$ cat src/rtl/mc_loader_pkg.sv
// Shared types and constants for the triangle-memory loader.
//   state_t   : loader FSM states
//   WORD_W    : width of one MC / source word
//   TOP_HI/LO : bounds of the top field (sid for index words, flag for vertex words)
//   TERM_WORD : all-zero phase terminator sent to the triangle memory
package mc_loader_pkg;

    localparam int WORD_W = 128;
    localparam int TOP_HI = 127;
    localparam int TOP_LO = 96;
    localparam logic [WORD_W-1:0] TERM_WORD = 128'h0;

    typedef enum logic [3:0] {
        IDLE      = 4'd0,
        IDX_REQ   = 4'd1,
        IDX_WAIT  = 4'd2,
        IDX_TERM  = 4'd3,
        VTX_REQ   = 4'd4,
        VTX_WAIT  = 4'd5,
        VTX_TERM  = 4'd6,
        TERM_WAIT = 4'd7,
        DONE      = 4'd8
    } state_t;

endpackage

$ cat src/rtl/mc_triangle_loader.sv
// mc_triangle_loader
// Streams a scene into the triangle memory over the MC write port. It pulls
// num_tri index words and then num_vtx vertex words from an upstream
// valid/ready stream, appends an all-zero terminator after each phase and
// finally strobes done_MC.
//
// Ports
//   clk, rst              clock, asynchronous active-high reset
//   start                 1-cycle load request (ignored while busy)
//   num_tri, num_vtx      word counts, sampled on an accepted start, clamped to max
//   src_valid/src_data    upstream word stream
//   src_ready             upstream accept (only in the request states)
//   data_MC, we_MC        registered word and 1-cycle write strobe to the memory
//   rdy_MC                memory ready for the next word
//   done_MC               1-cycle end-of-load strobe
//   busy                  high from the cycle after start through the done_MC cycle
//   load_done             1-cycle pulse after done_MC (or after a num_tri==0 start)
//   err                   (MC_LOADER_SANITIZE_EN only) sticky flag: a source word with
//                         a zero top field was patched; cleared on an accepted start
//
// Build option: define MC_LOADER_SANITIZE_EN to patch zero top fields in source
// words to 32'h1 so they cannot be mistaken for terminators downstream.
module mc_triangle_loader
    import mc_loader_pkg::*;
#(
    parameter  int NUM_TRIANGLE = 512,
    parameter  int NUM_VERTEX   = 2048,
    localparam int BIT_TRIANGLE = $clog2(NUM_TRIANGLE),
    localparam int BIT_VERTEX   = $clog2(NUM_VERTEX)
) (
    input  logic                    clk,
    input  logic                    rst,
    input  logic                    start,
    input  logic [BIT_TRIANGLE:0]   num_tri,
    input  logic [BIT_VERTEX:0]     num_vtx,
    input  logic                    src_valid,
    input  logic [WORD_W-1:0]       src_data,
    output logic                    src_ready,
    output logic [WORD_W-1:0]       data_MC,
    output logic                    we_MC,
    input  logic                    rdy_MC,
    output logic                    done_MC,
`ifdef MC_LOADER_SANITIZE_EN
    output logic                    err,
`endif
    output logic                    busy,
    output logic                    load_done
);

    localparam logic [BIT_TRIANGLE:0] MAX_TRI = (BIT_TRIANGLE+1)'(NUM_TRIANGLE);
    localparam logic [BIT_VERTEX:0]   MAX_VTX = (BIT_VERTEX+1)'(NUM_VERTEX);

    state_t                  state;
    state_t                  state_next;
    logic [BIT_TRIANGLE:0]   tri_tgt;
    logic [BIT_TRIANGLE:0]   idx_cnt;
    logic [BIT_VERTEX:0]     vtx_tgt;
    logic [BIT_VERTEX:0]     vtx_cnt;
    logic                    last_term;   // the vertex-phase terminator has been issued
    logic                    take;
    logic                    issue_term;
    logic                    accept_start;
    logic [WORD_W-1:0]       src_word;

    assign src_ready    = (state == IDX_REQ) || (state == VTX_REQ);
    assign take         = src_valid & src_ready;
    assign issue_term   = (state == IDX_TERM) || (state == VTX_TERM);
    assign accept_start = start && (state == IDLE);

`ifdef MC_LOADER_SANITIZE_EN
    logic top_zero;
    assign top_zero = (src_data[TOP_HI:TOP_LO] == 32'h0);
    assign src_word = top_zero ? {32'h1, src_data[TOP_LO-1:0]} : src_data;

    // Sticky patch flag, cleared by an accepted start.
    always_ff @(posedge clk or posedge rst) begin
        if (rst) begin
            err <= 1'b0;
        end else if (accept_start) begin
            err <= 1'b0;
        end else if (take && top_zero) begin
            err <= 1'b1;
        end
    end
`else
    assign src_word = src_data;
`endif

    // Next-state logic. rdy_MC is ignored while we_MC is high because the
    // memory has not yet seen the word being written.
    always_comb begin
        state_next = state;
        case (state)
            IDLE: begin
                if (start && (num_tri != '0)) begin
                    state_next = IDX_REQ;
                end else begin
                    state_next = IDLE;
                end
            end
            IDX_REQ: begin
                if (src_valid) begin
                    state_next = IDX_WAIT;
                end else begin
                    state_next = IDX_REQ;
                end
            end
            IDX_WAIT: begin
                if (!we_MC && rdy_MC) begin
                    state_next = (idx_cnt < tri_tgt) ? IDX_REQ : IDX_TERM;
                end else begin
                    state_next = IDX_WAIT;
                end
            end
            IDX_TERM:  state_next = TERM_WAIT;
            VTX_REQ: begin
                if (src_valid) begin
                    state_next = VTX_WAIT;
                end else begin
                    state_next = VTX_REQ;
                end
            end
            VTX_WAIT: begin
                if (!we_MC && rdy_MC) begin
                    state_next = (vtx_cnt < vtx_tgt) ? VTX_REQ : VTX_TERM;
                end else begin
                    state_next = VTX_WAIT;
                end
            end
            VTX_TERM:  state_next = TERM_WAIT;
            TERM_WAIT: begin
                if (!we_MC && rdy_MC) begin
                    if (last_term) begin
                        state_next = DONE;
                    end else if (vtx_tgt == '0) begin
                        state_next = VTX_TERM;
                    end else begin
                        state_next = VTX_REQ;
                    end
                end else begin
                    state_next = TERM_WAIT;
                end
            end
            DONE:      state_next = IDLE;
            default:   state_next = IDLE;
        endcase
    end

    // State, registered outputs and word counters.
    always_ff @(posedge clk or posedge rst) begin
        if (rst) begin
            state     <= IDLE;
            data_MC   <= '0;
            we_MC     <= 1'b0;
            done_MC   <= 1'b0;
            busy      <= 1'b0;
            load_done <= 1'b0;
            tri_tgt   <= '0;
            vtx_tgt   <= '0;
            idx_cnt   <= '0;
            vtx_cnt   <= '0;
            last_term <= 1'b0;
        end else begin
            state     <= state_next;
            we_MC     <= take | issue_term;
            done_MC   <= (state_next == DONE);
            busy      <= (state_next != IDLE);
            load_done <= (state == DONE) || (accept_start && (num_tri == '0));

            if (take) begin
                data_MC <= src_word;
            end else if (issue_term) begin
                data_MC <= TERM_WORD;
            end

            if (accept_start) begin
                tri_tgt   <= (num_tri > MAX_TRI) ? MAX_TRI : num_tri;
                vtx_tgt   <= (num_vtx > MAX_VTX) ? MAX_VTX : num_vtx;
                idx_cnt   <= '0;
                vtx_cnt   <= '0;
                last_term <= 1'b0;
            end else begin
                if (take && (state == IDX_REQ) && (idx_cnt < tri_tgt)) begin
                    idx_cnt <= idx_cnt + 1'b1;
                end
                if (take && (state == VTX_REQ) && (vtx_cnt < vtx_tgt)) begin
                    vtx_cnt <= vtx_cnt + 1'b1;
                end
                if (state == VTX_TERM) begin
                    last_term <= 1'b1;
                end
            end
        end
    end

endmodule

$ cat config.mk
export PLATFORM = sky130hd
export DESIGN_NAME = mc_triangle_loader
export DESIGN_NICKNAME = d
export VERILOG_FILES = /design/src/rtl/mc_loader_pkg.sv /design/src/rtl/mc_triangle_loader.sv
export SDC_FILE = /design/constraint.sdc
export NUM_CORES = 1
export LEC_CHECK = 0
export CORE_MARGIN = 2
export CORE_UTILIZATION = 48
export DETAILED_ROUTE_END_ITERATION = 16
export GPL_ROUTABILITY_DRIVEN = 0
export PLACE_DENSITY_LB_ADDON = 0.1
export SKIP_CTS_REPAIR_TIMING = 1
export SYNTH_ARGS = -nofsm -noshare
export SYNTH_HDL_FRONTEND = slang
export SYNTH_SLANG_ARGS = --single-unit
export TNS_END_PERCENT = 30
$ cat constraint.sdc
create_clock -name clk -period 10.8 [get_ports clk]
set_clock_uncertainty 0.05 [all_clocks]
set_input_delay 2.16 -clock clk [delete_from_list [all_inputs] [get_ports clk]]
set_output_delay 2.16 -clock clk [all_outputs]
set_load 0.1 [all_outputs]
==> impl_metrics.yaml, run 1 <==
route:
  final_antenna_net_count: 0
  routed_wl_mm: 21.12
  drt-initial-drc-count: 478
  via_per_inst: 5.472
  wl_per_cell_um: 19.01
  drc: 0
  drt_pre_antenna_iters: 5
  vias: 6079
status:
  status: "finished clean"
cts:
  cts_sinks: 181
  root_buffer: "clkbuf_16"
  path_clk_slew_ps: 70
  cts-buffers-inserted: 17
  clock_latency_ps: 420
  cts.path.max_buffers: 2
  cts_tree: "done"
  h-tree-depth: 4
synthesis:
  synth.distinct_cells: 51
  ys_seq_area_share_pct: 60.41
  avgSynthCellArea_sq_um: 12.11
  async_flop_share_pct: 100.0
  syn_nets: 796
  synth_seq_cells: 181
  synth_edf_count: 0
  ys.flop_type: "dfrtp_1"
  syn_area_sq_um: 7497
  syn_inst: 619
  yosysWarningCount: 0
sta:
  timing.hold.ws_ps: 433.3
  hold_violations: 0
  rsz0062_at_grt: "no"
  fmax_ghz: 0.2066
  fin_crit_ps: 4840
  tns_ps: 0
  worstMarginPinSlew_ps: 1120
  fin_crit_sh_pct: 44.81
  relSlewSlack_pct: 25.37
  finalMaxSlewViolations: 0
  setup_viol: 0
floorplanning:
  core_area_sq_um: 15260
  die-height_um: 129.0
  rows: 45
  boundaryPins: 288
  dieArea_sq_um: 16630
  die_w_um: 129.0
  start_util_pct: 49.13
setup_path:
  critPathKind: "flip-flop to output pin"
  reg2reg_depth: 5
  endpoint_kind: "output pin"
  cp_slowest_cell: "clkdlybuf4s50_1"
  path_buf_inv: 1
  critPathArrivalTime_ps: 2630
  reg2reg_from: "state[2]$_DFF_PP0_"
  crit_path_cell_trace: "xnor2_1 -> nor3_1 -> clkdlybuf4s50_1"
  cpLargestDelayFamily: "buffers and inverters"
  regToRegSetupSlack_ps: 8150
  critPathLaunchType: "flip-flop"
  cp_max_fo: 10
  cp_data_required_time_ps: 8590
  r2r-end: "data_MC[2]$_DFFE_PP0P_"
  cpPeakStageDelay_ps: 1210
grt:
  overflow: 0
  grt_first_pass_wirelength_mm: 33.40
  antenna_found_initial: 0
  grt_use_total_pct: 26.02
  grt_pass1_vias: 6428
  grt_max_degree: 110
min_path:
  hold_end: "tri_tgt[0]$_DFFE_PP0P_"
  hp-class: "flip-flop to flip-flop"
  hp-start: "tri_tgt[0]$_DFFE_PP0P_"
  hold_depth: 2
flow_run:
  drv_cap: 0
placed_design:
  dp_cells: 1080
  port_buffers: 287
  dp_hpwl_mm: 15.11
  dpl_cell_area_sq_um: 10500
final_layout:
  regArea_sq_um: 4529
  drive_gt1_share_pct: 5.111
  layoutNonFillerInstCount: 1111
  syn2layout_area_growth_pct: 47.66
  multiInputGateArea_sq_um: 2711
  antennaDiodeCount: 0
  final_area_sq_um: 11070
  layout_commonest_cell: "clkdlybuf4s50_1"
  final_cell_mix: "clkdlybuf4s50_1, dfrtp_1, a22o_1"
  fin_nets: 1065
  fillers: 1075
-- cell type report --
| class | count | area share, % |
|---|---|---|
| timing repair buffer | 291 | 26.22 |
| clock inverter | 11 | 0.9155 |
| clock buffer | 20 | 4.216 |
| multi-input combinational | 373 | 24.49 |
| tap | 211 | 2.385 |
| inverter | 24 | 0.8590 |
| sequential | 181 | 40.91 |
-- stage by stage --
step	setup slack [ps]	util, %
2_1_floorplan	3675	-
3_3_place_gp	6220	68.83
3_5_place_dp	6111	68.83
4_1_cts	5929	72.55
5_1_grt	5850	72.55
6_report	5960	72.55
-- worst min-delay path: stages, from the launching register on --
cell and delay (ps):
dfrtp_1 350, nand2_1 50, nand2_1 50
-- cell families (layout without fill, tap and decap cells) --
kind of cell / count (synthesis) / after routing / share of synthesized area, %
fa+ha+maj: 22 / 22 / 3.672
flops: 181 / 181 / 60.41
mux: 6 / 6 / 0.8011
compound gates: 205 / 205 / 21.36
simple gates: 133 / 133 / 9.329
buf+inv: 65 / 346 / 3.605
xor+xnor: 7 / 7 / 0.8178
-- routing by layer --
| layer | vias up | wire, um | global-route usage, % |
|---|---|---|---|
| met3 | 42 | 1354 | 7.734 |
| met4 | 0 | 637 | 10.74 |
| met1 | 3010 | 8643 | 32.79 |
| met2 | 199 | 10480 | 42.27 |
| li1 | 2828 | - | - |
| met5 | - | 0 | 0 |
-- synth_stat cells (6+ instances only) --
cell type	count	share of area [%]
a21oi_1	22	1.5
a22o_1	129	15
buf_2	11	0.73
clkbuf_1	24	1.2
dfrtp_1	181	60
ha_1	22	3.7
inv_1	24	1.2
mux2i_1	6	0.80
nand2_1	37	1.9
nand3_1	17	1.1
nand3b_1	12	1.2
nand4_1	7	0.58
nor2_1	22	1.1
nor4_1	9	0.75
o21ai_0	29	1.9
xnor2_1	6	0.70
-- state kept, by name (all words and copies together) (netlist names) --
register / cells
load_done: 1
vtx_cnt: 12
vtx_tgt: 12
busy: 1
last_term: 1
tri_tgt: 10
state: 4
data_MC: 128
done_MC: 1
idx_cnt: 10
we_MC: 1
-- worst max path at each step --
stage               slack, ps                      end               start  depth (start not counted)
floorplan                3670           busy$_DFF_PP0_                 rst                          1
global placement         6220  data_MC[27]$_DFFE_PP0P_           src_valid                          4
detailed placement       6110  data_MC[30]$_DFFE_PP0P_           src_valid                          4
CTS                      5930                src_ready  state[2]$_DFF_PP0_                          3
global route             5850                src_ready  state[2]$_DFF_PP0_                          3
finish                   5960                src_ready  state[2]$_DFF_PP0_                          3
Power of run 1 is not shown: default switching activity piles up to over one toggle a cycle in this logic, so the estimate is an artifact.
==> inputs of run 2 (changes only) <==
--- a/config.mk
+++ b/config.mk
@@ -6,7 +6,7 @@
 export NUM_CORES = 1
 export LEC_CHECK = 0
 export CORE_MARGIN = 2
-export CORE_UTILIZATION = 48
+export CORE_UTILIZATION = 40
 export DETAILED_ROUTE_END_ITERATION = 16
 export GPL_ROUTABILITY_DRIVEN = 0
 export PLACE_DENSITY_LB_ADDON = 0.1
==> constraint.sdc (replaced) <==
create_clock -name clk -period 3.9 [get_ports clk]
set_clock_uncertainty 0.05 [all_clocks]
set_input_delay 0.78 -clock clk [delete_from_list [all_inputs] [get_ports clk]]
set_output_delay 0.78 -clock clk [all_outputs]
set_load 0.1 [all_outputs]
==> impl_metrics.yaml, run 2 (synthesis results as in run 1) <==
grt:
  grt_max_degree: 130
  grt_pass1_vias: 6574
  overflow: 0
  antenna_found_initial: 3
  grt_first_pass_wirelength_mm: 34.98
  grt_use_total_pct: 22.55
cts:
  cts.path.max_buffers: 2
  cts_tree: "done"
  cts_sinks: 181
  clock_latency_ps: 430
  root_buffer: "clkbuf_16"
  h-tree-depth: 4
  cts-buffers-inserted: 17
  path_clk_slew_ps: 80
final_layout:
  largest_reg_flops: 128
  fin_nets: 1069
  drive_gt1_share_pct: 5.746
  top_register: "data_MC"
  reg_top3: "data_MC: 128 flops, vtx_cnt: 12 flops, vtx_tgt: 12 flops"
  syn2layout_area_growth_pct: 50.02
  final_cell_mix: "clkdlybuf4s50_1, dfrtp_1, a22o_1"
  layout_commonest_cell: "clkdlybuf4s50_1"
setup_path:
  r2r-end: "idx_cnt[8]$_DFFE_PP0P_"
  critPathKind: "flip-flop to output pin"
  cpPeakStageDelay_ps: 1230
  cp_data_required_time_ps: 3070
  cpLargestDelayFamily: "buffers and inverters"
  reg2reg_from: "idx_cnt[2]$_DFFE_PP0P_"
  cp_slowest_cell: "clkdlybuf4s50_1"
  cp_max_fo: 2
  path_buf_inv: 1
  critPathArrivalTime_ps: 2030
  reg2reg_depth: 7
  critPathLaunchType: "flip-flop"
  crit_path_cell_trace: "clkdlybuf4s50_1"
  endpoint_kind: "output pin"
  regToRegSetupSlack_ps: 1360
min_path:
  hp-start: "tri_tgt[0]$_DFFE_PP0P_"
  hold_depth: 2
  hold_end: "tri_tgt[0]$_DFFE_PP0P_"
  hp-class: "flip-flop to flip-flop"
floorplanning:
  rows: 50
  boundaryPins: 288
  die_w_um: 140.9
  dieArea_sq_um: 19850
  start_util_pct: 40.49
  die-height_um: 140.9
  core_area_sq_um: 18520
sta:
  finalMaxSlewViolations: 0
  setup_viol: 0
  worstMarginPinSlew_ps: 1097
  rsz0062_at_grt: "no"
  fin_crit_ps: 2862
  fin_crit_sh_pct: 73.38
  relSlewSlack_pct: 26.64
  hold_violations: 0
  tns_ps: 0
  fmax_ghz: 0.3494
route:
  final_antenna_net_count: 0
  vias: 6192
  wl_per_cell_um: 19.18
  via_per_inst: 5.422
  drt_pre_antenna_iters: 4
  drc: 0
  drt-initial-drc-count: 350
  routed_wl_mm: 21.90
flow_run:
  drv_cap: 0
placed_design:
  dp_hpwl_mm: 15.80
  port_buffers: 287
status:
  status: "finished clean"
## run 2: cell count changes in the layout (fill, tap and decap cells not counted), sizes merged
cell / previous run / this run
clkinvlp: 4 / 2
clkbuf: 20 / 17
bufinv: 1 / 3
clkdlybuf4s50: 287 / 286
inv: 26 / 33
clkinv: 4 / 1
diode: 0 / 3
buf: 4 / 9
## run 2: worst max path at each step
| stage | from | to | slack, ps | cells past startpoint |
|---|---|---|---|---|
| 6_report | data_MC[61]$_DFFE_PP0P_ | data_MC[61] | 1040 | 1 |
| 5_1_grt | data_MC[61]$_DFFE_PP0P_ | data_MC[61] | 980 | 1 |
| 3_5_place_dp | src_valid | idx_cnt[8]$_DFFE_PP0P_ | 930 | 6 |
| 4_1_cts | data_MC[61]$_DFFE_PP0P_ | data_MC[61] | 1010 | 1 |
| 3_3_place_gp | src_valid | idx_cnt[5]$_DFFE_PP0P_ | 1010 | 6 |
| 2_1_floorplan | state[2]$_DFF_PP0_ | data_MC[78]$_DFFE_PP0P_ | 120 | 7 |
## run 2: layout make-up
class / count / area [sq um]
sequential: 181 / 4529
timing repair buffer: 295 / 2980
tap: 234 / 292.8
fill: 1529 / 7271
clock inverter: 15 / 206.4
inverter: 24 / 93.84
multi-input combinational: 373 / 2711
antenna: 3 / 7.507
clock buffer: 17 / 425.4
## run 2: per-layer routing
| metal | routed length [um] | track usage (%) | vias to the layer above |
|---|---|---|---|
| met1 | 8446 | 26.28 | 3110 |
| met2 | 11260 | 37.69 | 204 |
| li1 | - | - | 2849 |
| met5 | 0 | 0 | - |
| met3 | 1736 | 8.899 | 29 |
| met4 | 460 | 8.579 | 0 |
## run 2: through the flow
| step | utilization [%] | hold slack, ps | setup slack [ps] | std cells | instance area, sq um |
|---|---|---|---|---|---|
| after floorplan | - | 380.9 | 117.9 | 619 | 7501 |
| after global placement | 57.28 | 401.7 | 1008 | 1107 | 10610 |
| after detailed placement | 57.28 | 399.1 | 929.8 | 1107 | 10610 |
| after CTS | 60.70 | 416.6 | 1012 | 1139 | 11240 |
| final | 60.74 | 412.9 | 1038 | 1142 | 11250 |
| after global routing | 60.74 | 469.9 | 982.2 | 1142 | 11250 |
Power of run 2 is left out for the same reason.
